==> src/rtl/rv32_pkg.sv <==
// Shared RV32I definitions: opcode constants, instruction formats, encoder
// error codes and the signed-range helper used by immediate packing.
package rv32_pkg;

  localparam logic [6:0] LUI    = 7'b0110111;
  localparam logic [6:0] AUIPC  = 7'b0010111;
  localparam logic [6:0] JAL    = 7'b1101111;
  localparam logic [6:0] JALR   = 7'b1100111;
  localparam logic [6:0] BRANCH = 7'b1100011;
  localparam logic [6:0] LOAD   = 7'b0000011;
  localparam logic [6:0] STORE  = 7'b0100011;
  localparam logic [6:0] OP_IMM = 7'b0010011;
  localparam logic [6:0] OP     = 7'b0110011;

  typedef enum logic [2:0] {FMT_R, FMT_I, FMT_S, FMT_B, FMT_U, FMT_J, FMT_X} fmt_e;

  typedef enum logic [1:0] {
    ERR_NONE     = 2'd0,
    ERR_RANGE    = 2'd1,
    ERR_MISALIGN = 2'd2,
    ERR_OPCODE   = 2'd3
  } err_e;

  typedef struct packed {
    logic [6:0]  opcode;
    logic [4:0]  rd;
    logic [4:0]  rs1;
    logic [4:0]  rs2;
    logic [2:0]  funct3;
    logic [6:0]  funct7;
    logic [31:0] imm;
  } fields_t;

  // True when v is representable as an n-bit two's-complement value.
  function automatic logic fits_signed(input logic [31:0] v, input int unsigned n);
    logic signed [31:0] s;
    s = $signed(v) >>> (n - 1);
    return (s == '0) || (s == '1);
  endfunction

endpackage

==> src/rtl/inst_encoder_imm_pack.sv <==
// Places a full 32-bit immediate into its instruction-word bit positions for
// the format implied by the opcode, and flags alignment/range/opcode errors.
module imm_pack
  import rv32_pkg::*;
(
  input  logic [6:0]  opcode,
  input  logic [31:0] imm,
  output logic [31:0] bits,
  output fmt_e        fmt,
  output err_e        err
);

  // NOTE: every output gets a default before the case so no path leaves a
  // value unassigned, which would otherwise infer a latch.
  always_comb begin
    bits = '0;
    fmt  = FMT_X;
    err  = ERR_NONE;
    case (opcode)
      LUI, AUIPC: begin
        fmt         = FMT_U;
        bits[31:12] = imm[31:12];
        if (imm[11:0] != '0) err = ERR_MISALIGN;
      end
      JAL: begin
        fmt         = FMT_J;
        bits[31:12] = {imm[20], imm[10:1], imm[11], imm[19:12]};
        if (imm[0])                     err = ERR_MISALIGN;
        else if (!fits_signed(imm, 21)) err = ERR_RANGE;
      end
      BRANCH: begin
        fmt         = FMT_B;
        bits[31:25] = {imm[12], imm[10:5]};
        bits[11:7]  = {imm[4:1], imm[11]};
        if (imm[0])                     err = ERR_MISALIGN;
        else if (!fits_signed(imm, 13)) err = ERR_RANGE;
      end
      JALR, LOAD, OP_IMM: begin
        fmt         = FMT_I;
        bits[31:20] = imm[11:0];
        if (!fits_signed(imm, 12)) err = ERR_RANGE;
      end
      STORE: begin
        fmt         = FMT_S;
        bits[31:25] = imm[11:5];
        bits[11:7]  = imm[4:0];
        if (!fits_signed(imm, 12)) err = ERR_RANGE;
      end
      OP:      fmt = FMT_R;
      default: err = ERR_OPCODE;
    endcase
  end

endmodule

==> src/rtl/inst_encoder.sv <==
// Packs decoded RV32I fields into instruction words through a two-stage
// pipeline and streams them into instruction memory at an incrementing address.
module inst_encoder
  import rv32_pkg::*;
#(
  parameter int          ADDR_W    = 8,
  parameter int unsigned BASE_ADDR = 0
) (
  input  logic              clk,
  input  logic              rst_n,
  input  logic              clr,
  input  logic              in_valid,
  output logic              in_ready,
  input  logic [6:0]        in_opcode,
  input  logic [4:0]        in_rd,
  input  logic [4:0]        in_rs1,
  input  logic [4:0]        in_rs2,
  input  logic [2:0]        in_funct3,
  input  logic [6:0]        in_funct7,
  input  logic [31:0]       in_imm,
  output logic              mem_we,
  output logic [ADDR_W-1:0] mem_addr,
  output logic [31:0]       mem_wdata,
  input  logic              mem_ready,
  output logic              err_valid,
  output logic [1:0]        err_code,
  output logic              full
);

  localparam logic [ADDR_W-1:0] BASE = ADDR_W'(BASE_ADDR);

  logic        ready_en;
  logic        s1_valid;
  fields_t     s1;
  logic        s2_free, s1_adv, accept;
  logic [31:0] imm_bits, word;
  fmt_e        fmt;
  err_e        err;

  // An error result leaves S2 in the cycle it appears, so only a stalled
  // write can hold S2 occupied.
  assign s2_free  = !mem_we || mem_ready;
  assign s1_adv   = s1_valid && s2_free;
  assign in_ready = ready_en && !full && (!s1_valid || s2_free);
  assign accept   = in_valid && in_ready;

  imm_pack u_imm_pack (
    .opcode (s1.opcode),
    .imm    (s1.imm),
    .bits   (imm_bits),
    .fmt    (fmt),
    .err    (err)
  );

  always_comb begin
    word      = imm_bits;
    word[6:0] = s1.opcode;
    case (fmt)
      FMT_R: begin
        word[31:25] = s1.funct7;
        word[24:20] = s1.rs2;
        word[19:15] = s1.rs1;
        word[14:12] = s1.funct3;
        word[11:7]  = s1.rd;
      end
      FMT_I: begin
        word[19:15] = s1.rs1;
        word[14:12] = s1.funct3;
        word[11:7]  = s1.rd;
      end
      FMT_S, FMT_B: begin
        word[24:20] = s1.rs2;
        word[19:15] = s1.rs1;
        word[14:12] = s1.funct3;
      end
      FMT_U, FMT_J: word[11:7] = s1.rd;
      default: ;
    endcase
  end

  // NOTE: S1 payload is qualified by s1_valid, so it carries no reset and
  // only the control state below returns to known values.
  always_ff @(posedge clk) begin
    if (accept) s1 <= '{in_opcode, in_rd, in_rs1, in_rs2, in_funct3, in_funct7, in_imm};
  end

  always_ff @(posedge clk or negedge rst_n) begin
    if (!rst_n) begin
      ready_en  <= 1'b0;
      s1_valid  <= 1'b0;
      mem_we    <= 1'b0;
      mem_addr  <= BASE;
      mem_wdata <= '0;
      err_valid <= 1'b0;
      err_code  <= '0;
      full      <= 1'b0;
    end else begin
      ready_en <= 1'b1;
      if (clr) begin
        s1_valid  <= 1'b0;
        mem_we    <= 1'b0;
        err_valid <= 1'b0;
        mem_addr  <= BASE;
        full      <= 1'b0;
      end else begin
        err_valid <= 1'b0;
        if (mem_we && mem_ready) begin
          mem_we   <= 1'b0;
          mem_addr <= mem_addr + 1'b1;
          if (mem_addr == '1) full <= 1'b1;
        end
        // A new word entering S2 overrides the clear of a completing write.
        if (s1_adv) begin
          if (err != ERR_NONE) begin
            err_valid <= 1'b1;
            err_code  <= err;
          end else begin
            mem_we    <= 1'b1;
            mem_wdata <= word;
          end
        end
        if (accept)      s1_valid <= 1'b1;
        else if (s1_adv) s1_valid <= 1'b0;
      end
    end
  end

endmodule

==> config.mk <==
export PLATFORM = sky130hd
export DESIGN_NAME = inst_encoder
export DESIGN_NICKNAME = d
export VERILOG_FILES = /design/src/rtl/rv32_pkg.sv /design/src/rtl/inst_encoder_imm_pack.sv /design/src/rtl/inst_encoder.sv
export SDC_FILE = /design/constraint.sdc
export NUM_CORES = 1
export LEC_CHECK = 0
export BUFFER_PORTS_ARGS = -buffer_cell sky130_fd_sc_hd__buf_2
export CORE_MARGIN = 4
export CORE_UTILIZATION = 53
export CTS_CLUSTER_DIAMETER = 80
export DETAILED_ROUTE_END_ITERATION = 10
export PLACE_DENSITY = 0.83
export SLEW_MARGIN = 40
export SYNTH_ARGS = -nofsm -noshare
export SYNTH_HDL_FRONTEND = slang
export SYNTH_SLANG_ARGS = --single-unit
==> constraint.sdc <==
create_clock -name clk -period 3.5 [get_ports clk]
set_clock_uncertainty 0.05 [all_clocks]
set_input_delay 0.35 -clock clk [delete_from_list [all_inputs] [get_ports clk]]
set_output_delay 0.35 -clock clk [all_outputs]
set_load 0.02 [all_outputs]
==> reports/results.tsv <==
metric	value	unit
sequential share of power	61.0	%
share of layout cells above drive strength 1	36.9	%
Routed WL per cell	18.0	microns
share of the synthesized area in the top cell type	41.6	%
vias in the first global route	3137	
Root Driver	clkbuf_8	
Post-Syn Area	4620	sq um
Finish-stage setup viols	0	
cell area after placement	5290	sq um
Post-DRT Antenna Nets	0	
DR vias	3097	
Fin Setup TNS	0	ps
Num Clock Sinks	111	
Core Box Area	8340	sq um
Syn Inst Count	318	
CP max stage delay	590	ps
diodes inserted	0	
Synth area leader	edfxtp_1	
Clock transition at path regs	110	ps
area delta synth->final	19.1	%
CP cell instances	or4_1 > o211ai_1 > a22oi_1 > a32oi_2 > nand4_4 > buf_4 > mux2_4	
pwr/cell area	444	nW/um^2
status	complete, no violations	
Synth Flop Type	edfxtp_1	
Fin Hold WS	95.3	ps
worst hold path class	input pin to flip-flop	
die height	101	microns
measured slew at the worst slew-check pin	684	ps
grt total ovfl	0	
Ys Warns	0	
Worst VDD drop	0.295	mV
Switching Share	23.5	%
chip width	101	microns
Combinational Power Share	7.5	%
CTS tree	built	
Post CTS Setup Buffer Count	0	
Final Hold Fails	0	
fmax	336	MHz
num rows	33	
Final WS setup	528	ps
GPL Wtd Cong	0.965	
Avg Vias per Cell	5.66	
Yosys cell types	47	
Crit path required time	3700	ps
clock tree buffer depth	2	
Async SR Flop Fraction	42.3	%
DIE AREA	10300	sq um
EDFF count, synth	64	
Port Buffers	114	
Skew-Pair Late Insertion Delay	370	ps
iteration count of the initial detailed-routing pass	6	
Post-layout nets	507	
mean post-synth cell area	14.5	sq um
Iter 0 DRT Violations	297	
crit path launch type	flip-flop	
first-pass GRT wire length	15.7	mm
Final Cycle Share	84.9	%
RSZ-0062 raised after global routing	false	
total CTS buffers	9	
slowest stage cell on the critical path	or4_1	
largest fanout on the critical path	19	
Psw	574	uW
Routed WL	9.83	mm
Mapped Nets	388	
dpl ws	524	ps
# DRC	0	
Max-cap violations	0	
H-tree depth	3	
Final Max Slew Viols	0	
total track usage	20.0	%
worst rel slew slack	54.3	%
initial antenna violation count	0	
P_int	1.87	mW
leakage dissipation	2.52	nW
post-synthesis sequential area ratio	67.0	%
largest net degree at the start of global routing	48	
Arrival @ worst endpoint	3180	ps
Yosys reg bits	111	
Final min period	2970	ps
CP endpoint kind	flip-flop	
HPWL after detailed placement	7.38	mm
clock power share	31.4	%
Initial Util	55.4	%
synth top area cells	edfxtp_1 42%, dfrtp_1 25%, mux2_4 7.1%	
critical path class	flip-flop to flip-flop	
I/O pins	115	
post-route cell area	5500	sq um
logic make-up (layout without fill, tap and decap cells):
group	count (synthesis)	in the layout	synth area share [%]
AND/OR/NAND/NOR	89	89	10.4
adder cells (fa/ha/maj)	1	1	0.271
buffers and inverters	22	146	2.30
XOR/XNOR	8	8	1.52
other	1	1	0.0811
flip-flops	111	111	67.0
multiplexers	32	32	9.36
AO/OA/AOI/OAI	54	54	9.09
cells in the mapped netlist, types with 6 or more instances:
| master | count |
|---|---|
| edfxtp_1 | 64 |
| dfrtp_1 | 47 |
| mux2_4 | 22 |
| nand2_1 | 20 |
| nor2_1 | 18 |
| a22o_1 | 12 |
| inv_1 | 11 |
| a21oi_1 | 9 |
| mux2i_1 | 8 |
| nand3_1 | 8 |
| a22oi_1 | 7 |
| a222oi_1 | 6 |
| nor3_1 | 6 |
| nor4_1 | 6 |
| o21ai_0 | 6 |
| xor2_1 | 6 |
worst max-delay path: cells and delay by family (launching register included):
kind | cells | cell delay [ps]
AO/OA/AOI/OAI | 3 | 660
buffers and inverters | 1 | 380
flip-flops | 1 | 430
multiplexers | 1 | 330
AND/OR/NAND/NOR | 2 | 1000
sequential cells by signal (all words and copies together), names as in the netlist:
signal,flops
mem_we,1
mem_addr,8
s1,64
mem_wdata,32
err_code,2
err_valid,1
ready_en,1
full,1
s1_valid,1
timing repair:
item,CTS,global route
hold endpoints to repair,47,0
hold buffers,1,0
gates resized for setup,0,0
power by group through the flow:
stage          logic, mW  clock network (mW)  registers, mW
2_1_floorplan     0.0663                   0           1.53
6_report           0.184               0.768           1.49
4_1_cts            0.187               0.781           1.49
3_3_place_gp       0.179                   0           1.52
3_5_place_dp       0.185                   0           1.52
5_1_grt            0.203               0.835           1.50
metrics by stage:
stage / cells / util, % / power [mW]
after floorplan: 318 / - / 1.60
after global placement: 530 / 63.4 / 1.69
after detailed placement: 530 / 63.5 / 1.70
after CTS: 547 / 66.0 / 2.46
after global routing: 547 / 66.0 / 2.54
final: 547 / 66.0 / 2.44
per-layer routing:
metal  share of wire (%)  global-route usage (%)  vias to the layer above
met5                   0                       0                        -
met4                 1.7                    6.65                        0
met3                 7.9                    4.20                       16
met2                  49                    32.3                      152
met1                  42                    27.3                     1486
li1                    -                       -                     1443
worst paths after layout:
kind / start / endpoint / slack [ps] / cells after the start
max in group asynchronous: rst_n / mem_wdata[29]$_DFFE_PN0P_ / 2540 / 2
max: s1[16]$_DFFE_PP_ / mem_wdata[3]$_DFFE_PN0P_ / 530 / 7
min: in_rs2[3] / s1[45]$_DFFE_PP_ / 100 / 1
min reg2reg: mem_wdata[1]$_DFFE_PN0P_ / mem_wdata[1]$_DFFE_PN0P_ / 430 / 1
min in group asynchronous: rst_n / mem_wdata[14]$_DFFE_PN0P_ / 470 / 2
max reg2reg: s1[16]$_DFFE_PP_ / mem_wdata[3]$_DFFE_PN0P_ / 530 / 7
layout make-up:
class                           instances  area [sq um]
Sequential cell                       111          3100
Fill cell                             618          2840
Multi-Input combinational cell        185          1420
Timing Repair Buffer                  119           613
Tap cell                              105           131
Clock buffer                           10           128
Clock inverter                          6          73.8
Inverter                               11          41.3
cell usage in the layout (no fill, tap or decap), types with 7 or more instances in the layout:
master    instances
nor2_1           18
inv_1            10
clkbuf_8          9
edfxtp_1         64
a22oi_1           7
nand2_1          20
mux2_4           22
a22o_1           12
mux2i_1           8
buf_2           113
a21oi_1           9
nand3_1           8
dfrtp_1          47
Power figures use the tool's default switching activity.
